[src/rtl/voice_scheduler_pkg.sv]
// Shared definitions for the voice scheduler: key mapping, event layout,
// FSM encodings and the committed-output mapping rule.
package voice_scheduler_pkg;

  localparam int KEY_BASE = 48;
  localparam int NUM_IDS  = 32;
  localparam int ID_W     = 5;
  localparam int KEY_W    = 7;
  localparam int EVT_W    = KEY_W + 1;

  typedef enum logic [2:0] {
    ST_IDLE       = 3'd0,
    ST_APPLY      = 3'd1,
    ST_WAIT_FRAME = 3'd2,
    ST_ISSUE      = 3'd3,
    ST_WAIT_ACK   = 3'd4
  } state_t;

  // A held voice plays its own id; a free voice doubles the other held voice (unison).
  function automatic logic [ID_W-1:0] voice_out(
    input logic            own_held,
    input logic [ID_W-1:0] own_id,
    input logic            other_held,
    input logic [ID_W-1:0] other_id,
    input logic [ID_W-1:0] rest_id
  );
    if (own_held)        return own_id;
    else if (other_held) return other_id;
    else                 return rest_id;
  endfunction

endpackage

[src/rtl/voice_scheduler_fifo.sv]
// Small synchronous event queue; a push into a full queue is accepted when a pop
// happens in the same cycle.
module note_event_fifo #(
  parameter int DEPTH     = 4,
  parameter int LOG_DEPTH = 2,
  parameter int W         = 8
) (
  input  logic               clock,
  input  logic               reset,
  input  logic               push,
  input  logic [W-1:0]       push_data,
  input  logic               pop,
  output logic [W-1:0]       pop_data,
  output logic               full,
  output logic               empty,
  output logic [LOG_DEPTH:0] count
);

  logic [W-1:0]         mem_q [DEPTH];
  logic [LOG_DEPTH-1:0] wr_ptr_q, wr_ptr_d;
  logic [LOG_DEPTH-1:0] rd_ptr_q, rd_ptr_d;
  logic [LOG_DEPTH:0]   count_q, count_d;
  logic                 do_push, do_pop;

  assign full     = (count_q == (LOG_DEPTH+1)'(DEPTH));
  assign empty    = (count_q == '0);
  assign count    = count_q;
  assign pop_data = mem_q[rd_ptr_q];

  always_comb begin
    do_pop   = pop && !empty;
    do_push  = push && (!full || do_pop);
    wr_ptr_d = wr_ptr_q + LOG_DEPTH'(do_push);
    rd_ptr_d = rd_ptr_q + LOG_DEPTH'(do_pop);
    count_d  = count_q + (LOG_DEPTH+1)'(do_push) - (LOG_DEPTH+1)'(do_pop);
  end

  always_ff @(posedge clock) begin
    if (!reset) begin
      wr_ptr_q <= '0;
      rd_ptr_q <= '0;
      count_q  <= '0;
    end else begin
      wr_ptr_q <= wr_ptr_d;
      rd_ptr_q <= rd_ptr_d;
      count_q  <= count_d;
    end
  end

  always_ff @(posedge clock) begin
    if (do_push) mem_q[wr_ptr_q] <= push_data;
  end

endmodule

[src/rtl/voice_scheduler.sv]
// Voice scheduler: queues MIDI note events, allocates them to two physics voices with
// oldest-voice stealing, and publishes one coalesced update per video frame.
module voice_scheduler #(
  parameter int KEY_BASE    = voice_scheduler_pkg::KEY_BASE,
  parameter int FIFO_DEPTH  = 4,
  parameter int LOG_DEPTH   = 2,
  parameter int REST_ID     = 0,
  parameter int ACK_TIMEOUT = 2048
) (
  input  logic       clock,
  input  logic       reset,
  input  logic       midi_ready,
  input  logic       note_on,
  input  logic [6:0] note_key,
  input  logic       vsync,
  input  logic       wave_ready,
  output logic [4:0] freq_id1,
  output logic [4:0] freq_id2,
  output logic       new_freq,
  output logic [1:0] voice_active,
  output logic       overflow,
  output logic       busy
);
  import voice_scheduler_pkg::*;

  localparam int ACK_W = $clog2(ACK_TIMEOUT) + 1;

  state_t               state_q, state_d;
  logic                 vsync_q, vsync_rise;
  logic                 fifo_full, fifo_empty, pop_en, more_events;
  logic [EVT_W-1:0]     evt;
  logic [LOG_DEPTH:0]   fifo_count;
  logic [7:0]           id8;
  logic                 id_ok, victim;
  logic [ID_W-1:0]      evt_id;
  logic [1:0]           hit;
  logic [ID_W-1:0]      vid_q [2];
  logic [ID_W-1:0]      vid_d [2];
  logic [1:0]           held_q, held_d;
  logic                 older_q, older_d;
  logic                 changed_q, changed_d;
  logic [ID_W-1:0]      f1_q, f1_d, f2_q, f2_d;
  logic [1:0]           act_q, act_d;
  logic                 nf_q, nf_d, ovf_q, ovf_d;
  logic [ACK_W-1:0]     ack_cnt_q, ack_cnt_d;

  note_event_fifo #(
    .DEPTH     (FIFO_DEPTH),
    .LOG_DEPTH (LOG_DEPTH),
    .W         (EVT_W)
  ) u_fifo (
    .clock     (clock),
    .reset     (reset),
    .push      (midi_ready),
    .push_data ({note_on, note_key}),
    .pop       (pop_en),
    .pop_data  (evt),
    .full      (fifo_full),
    .empty     (fifo_empty),
    .count     (fifo_count)
  );

  assign vsync_rise   = vsync && !vsync_q;
  assign busy         = (state_q != ST_IDLE) || !fifo_empty;
  assign freq_id1     = f1_q;
  assign freq_id2     = f2_q;
  assign new_freq     = nf_q;
  assign voice_active = act_q;
  assign overflow     = ovf_q;

  always_ff @(posedge clock) begin
    if (!reset) state_q <= ST_IDLE;
    else        state_q <= state_d;
  end

  always_comb begin
    state_d     = state_q;
    more_events = (fifo_count > (LOG_DEPTH+1)'(1)) || midi_ready;
    case (state_q)
      ST_IDLE:       if (!fifo_empty) state_d = ST_APPLY;
      ST_APPLY: begin
        if (more_events)    state_d = ST_APPLY;
        else if (changed_d) state_d = ST_WAIT_FRAME;
        else                state_d = ST_IDLE;
      end
      ST_WAIT_FRAME: if (vsync_rise) state_d = ST_ISSUE;
      ST_ISSUE:      state_d = ST_WAIT_ACK;
      ST_WAIT_ACK: begin
        if (wave_ready || ack_cnt_q == ACK_W'(ACK_TIMEOUT - 1)) state_d = ST_IDLE;
      end
      default:       state_d = ST_IDLE;
    endcase
  end

  always_comb begin
    pop_en    = (state_q == ST_APPLY);
    // 8-bit difference: keys below KEY_BASE wrap high and fail the range test
    id8       = {1'b0, evt[KEY_W-1:0]} - 8'(KEY_BASE);
    id_ok     = (id8 < 8'(NUM_IDS));
    evt_id    = id8[ID_W-1:0];
    hit[0]    = held_q[0] && (vid_q[0] == evt_id);
    hit[1]    = held_q[1] && (vid_q[1] == evt_id);
    victim    = !held_q[0] ? 1'b0 : (!held_q[1] ? 1'b1 : older_q);

    held_d    = held_q;
    vid_d     = vid_q;
    older_d   = older_q;
    changed_d = changed_q;
    if (pop_en && id_ok) begin
      if (evt[EVT_W-1]) begin
        if (hit == 2'b00) begin
          vid_d[victim]  = evt_id;
          held_d[victim] = 1'b1;
          older_d        = ~victim;
          changed_d      = 1'b1;
        end
      end else if (hit != 2'b00) begin
        held_d    = held_q & ~hit;
        changed_d = 1'b1;
      end
    end
    if (state_q == ST_ISSUE) changed_d = 1'b0;

    f1_d  = f1_q;
    f2_d  = f2_q;
    act_d = act_q;
    nf_d  = (state_q == ST_ISSUE);
    if (state_q == ST_ISSUE) begin
      f1_d  = voice_out(held_q[0], vid_q[0], held_q[1], vid_q[1], ID_W'(REST_ID));
      f2_d  = voice_out(held_q[1], vid_q[1], held_q[0], vid_q[0], ID_W'(REST_ID));
      act_d = held_q;
    end

    ovf_d     = ovf_q | (midi_ready & fifo_full & ~pop_en);
    ack_cnt_d = (state_q == ST_WAIT_ACK) ? ack_cnt_q + 1'b1 : '0;
  end

  always_ff @(posedge clock) begin
    if (!reset) begin
      vsync_q   <= 1'b0;
      vid_q[0]  <= '0;
      vid_q[1]  <= '0;
      held_q    <= '0;
      older_q   <= 1'b0;
      changed_q <= 1'b0;
      f1_q      <= ID_W'(REST_ID);
      f2_q      <= ID_W'(REST_ID);
      act_q     <= '0;
      nf_q      <= 1'b0;
      ovf_q     <= 1'b0;
      ack_cnt_q <= '0;
    end else begin
      vsync_q   <= vsync;
      vid_q     <= vid_d;
      held_q    <= held_d;
      older_q   <= older_d;
      changed_q <= changed_d;
      f1_q      <= f1_d;
      f2_q      <= f2_d;
      act_q     <= act_d;
      nf_q      <= nf_d;
      ovf_q     <= ovf_d;
      ack_cnt_q <= ack_cnt_d;
    end
  end

endmodule

[config.mk]
export PLATFORM = sky130hd
export DESIGN_NAME = voice_scheduler
export DESIGN_NICKNAME = d
export VERILOG_FILES = /design/src/rtl/voice_scheduler_pkg.sv /design/src/rtl/voice_scheduler_fifo.sv /design/src/rtl/voice_scheduler.sv
export SDC_FILE = /design/constraint.sdc
export NUM_CORES = 1
export LEC_CHECK = 0
export CAP_MARGIN = 20
export CORE_MARGIN = 8
export CORE_UTILIZATION = 59
export CTS_BUF_LIST = sky130_fd_sc_hd__clkbuf_16
export CTS_CLUSTER_DIAMETER = 40
export DETAILED_ROUTE_END_ITERATION = 8
export GPL_TIMING_DRIVEN = 0
export PLACE_DENSITY = 0.91
export SYNTH_ARGS = -nofsm -noshare
export SYNTH_HDL_FRONTEND = slang
export SYNTH_HIERARCHICAL = 1
export SYNTH_SLANG_ARGS = --single-unit
[constraint.sdc]
create_clock -name clock -period 6.22 [get_ports clock]
set_clock_uncertainty 0.05 [all_clocks]
set_input_delay 0.622 -clock clock [delete_from_list [all_inputs] [get_ports clock]]
set_output_delay 0.622 -clock clock [all_outputs]
set_load 0.005 [all_outputs]
==> run metrics <==
vias in the first global route=approximately 2500; RSZ-0062 raised after global routing=false; total net switching power=approximately 0.00042 W; Hold Startpoint=ack_cnt_q[0]; R2R cell count=9; Layout area overhead=19.4%; mapped cell area=around 0.0036 mm^2; Final period util=46.1%; Chip Width=94 um; Die Footprint=about 0.009 mm^2; DR iter-0 viols=~110; internal power=~0.0011 W; Pwr Total=0.00153 W; combinational power share=a little over a fifth; Slew HR=between 50% and 60%; largest net degree at the start of global routing=15; number of synthesized flops with an enable pin=32; top post-synthesis cells by area=dfxtp_1 (28%), edfxtp_1 (27%), mux4_2 (5.0%), xor2_1 (3.4%), mux2i_1 (3.1%); Worst-Skew Late Latency=around 0.33 ns; hold depth=1; Net Count, Synth=between 300 and 400; vias per cell=around 5.7; cts bufs inserted=9; Crit. End Element=flip-flop; detailed-router iteration count before antenna repair=4; FILL cells=approximately 400; largest family of logic cells by synthesized area=simple AND/OR/NAND/NOR gates; via count=between 2000 and 2500; Simple-Gate Fraction of Synth Area=17.1%; Mean Syn Cell Area=11.6 um^2; dominant synthesized flop cell=dfxtp_1; VDD IR max=approximately 0.21 mV; CTS clock-pin slew for the worst setup and hold paths=roughly 0.060 ns; drt drc=0; Sequential Power Share=43.0%; CP startpoint kind=flip-flop; Fmax=around 0.35 GHz; Setup CP Type=reg -> reg; dominant cell type by area after synthesis=dfxtp_1; synth warn=6; number of setup violations in the final report=0; sequential-to-total area share from yosys stat=55.2%; final cell utilization of the core=72.8%; RR Startpoint=u_fifo/rd_ptr_q[0]; mux contribution to synthesized area=between 8 and 9%; final slew viol count=0; Crit path required time=6.43 ns; Synth Area in XOR/XNOR=roughly 5.4%; TNS Setup=0 ns; Worst Setup SP=u_fifo/rd_ptr_q[0]; worst slew pin tran=approximately 0.74 ns; Post-DRT Antenna Nets=0; WL/cell=15.9 um; fin crit period=between 2 and 3 ns; FFs w/ async S/R, synth=0%; CTS tree=yes; Core ar.=just under 0.006 mm^2; Clk pwr share=about a third; Final HPWL DP=4800 um; Max Cap Viol=0; Worst EP arrival=3.08 ns; Cells after DPL=approximately 410; Final Hold Fails=0; top cell type's share of synthesized area=about 28%; Die Height=around 94 um; I/O pin total=28; I/O Buffers=27; antenna cells=0; Finished Layout Cells=430; GRT Overall Usage=between 10% and 20%; most frequent cells in the layout=dfxtp_1 (51), edfxtp_1 (32), nor2_1 (28); DRT Wirelength=~6900 um; # rows=28; post-synthesis register bit count=a little over 80; number of distinct library cells after synthesis=46; status=complete, no violations; Worst Hold Endpoint=ack_cnt_q[0]; Hold Crit Class=reg -> reg; Starting Density=roughly three fifths; cells after synthesis=just over 300; post-synthesis compound-gate area fraction=under 10%; Congestion Overflow GR=0; layout cells sized above 1=9.86%; Pwr per Cell Area=356 mW/mm^2; routability cong.=around 0.83; Post-CTS Hold Buffers=0; H-tree depth=3; setup bufs post-CTS=0; Adder-Cell Fraction of Synth Area=2.30%; crit-path max FO=8; post-cts resize count=0; first-pass GRT wire length=between 10000 and 15000 um; Nets=approximately 370; most common cell after layout, fill and taps aside=dfxtp_1; initial antenna violation count=0; clock sinks=83; Max Root-Sink Buffers=2; reg2reg setup slack=3.35 ns; root buffer cell=clkbuf_16; FF-to-FF End=vid_q[6]; Switching Share=27.3%; leak pwr=1.52 nW
state kept, by name, summed over array words and instances (netlist names):
register / count
u_fifo/mem_q: 32
ack_cnt_q: 12
vid_q: 10
freq_id1: 5
freq_id2: 5
state_q: 3
u_fifo/count: 3
held_q: 2
u_fifo/rd_ptr_q: 2
u_fifo/wr_ptr_q: 2
voice_active: 2
changed_q: 1
new_freq: 1
older_q: 1
overflow: 1
vsync_q: 1
metal layers:
metal,vias to the layer above,wire length [um],track usage (%),share of wire [%]
li1,1193,-,-,-
met1,1179,2910,18.3,42
met2,52,3470,28.4,51
met3,17,328,4.48,4.8
met4,0,145,8.19,2.1
met5,-,0,0,0
Yosys cell counts, drive strengths merged (2+ instances only):
master	n
or3	4
inv	10
nor2	28
buf	4
and2b	2
nor3b	14
edfxtp	32
ha	5
a221oi	10
o21a	2
a21boi	3
nand4	3
nor3	6
mux4	8
nor2b	2
nand3b	2
clkbuf	9
o21ai	9
xor2	14
mux2i	11
nand2b	2
and2	11
nand3	9
and3	3
a21oi	7
dfxtp	51
nand2	27
xnor2	8
power groups by stage:
stage / combinational, W / sequential, W / clock (W)
after floorplan: 0.000250 / 0.000657 / 0
after global placement: 0.000312 / 0.000663 / 0
after detailed placement: 0.000330 / 0.000667 / 0
after CTS: 0.000334 / 0.000656 / 0.000547
after global routing: 0.000366 / 0.000662 / 0.000568
final: 0.000332 / 0.000656 / 0.000540
cell type report:
type                       instances  area, um^2  share of cell area [%]
sequential                        83        1980                    46.2
multi-input combinational        203        1500                    35.0
timing repair buffer              30         293                    6.83
clock buffer                      10         250                    5.84
tap                               75        93.8                    2.19
buffer                            13        68.8                    1.61
clock inverter                     6        58.8                    1.37
inverter                          10        37.5                   0.876
how the worst max path moves through the flow:
stage,to,slack [ns]
final,vid_q[6],3.35
after global routing,vid_q[2],3.22
after CTS,vid_q[6],3.35
after detailed placement,vid_q[2],3.40
after global placement,u_fifo/mem_q[2][3],3.37
after floorplan,vid_q[9],3.64
cells by family after synthesis:
family / after synthesis
AO/OA/AOI/OAI: 40
XOR/XNOR: 22
adder cells (fa/ha/maj): 6
buffers and inverters: 23
flip-flops: 83
multiplexers: 19
AND/OR/NAND/NOR: 116
worst max-delay path: stages, from the launching register on:
cell	delay, ns
dfxtp_1	0.33
buf_4	0.22
mux4_2	0.60
ha_1	0.24
nand2b_1	0.15
a211o_1	0.36
a2111oi_4	0.30
and2_1	0.21
buf_6	0.14
mux2i_1	0.18
stage by stage:
step                hold slack [ns]  worst slack [ns]  cell area (um^2)
finish                        0.416              3.35              4290
global placement              0.395              3.37              3950
CTS                           0.419              3.35              4290
global route                  0.442              3.22              4290
detailed placement            0.405              3.40              3980
floorplan                     0.380              3.64              3590
No activity file was read; power rests on OpenSTA's default activity.
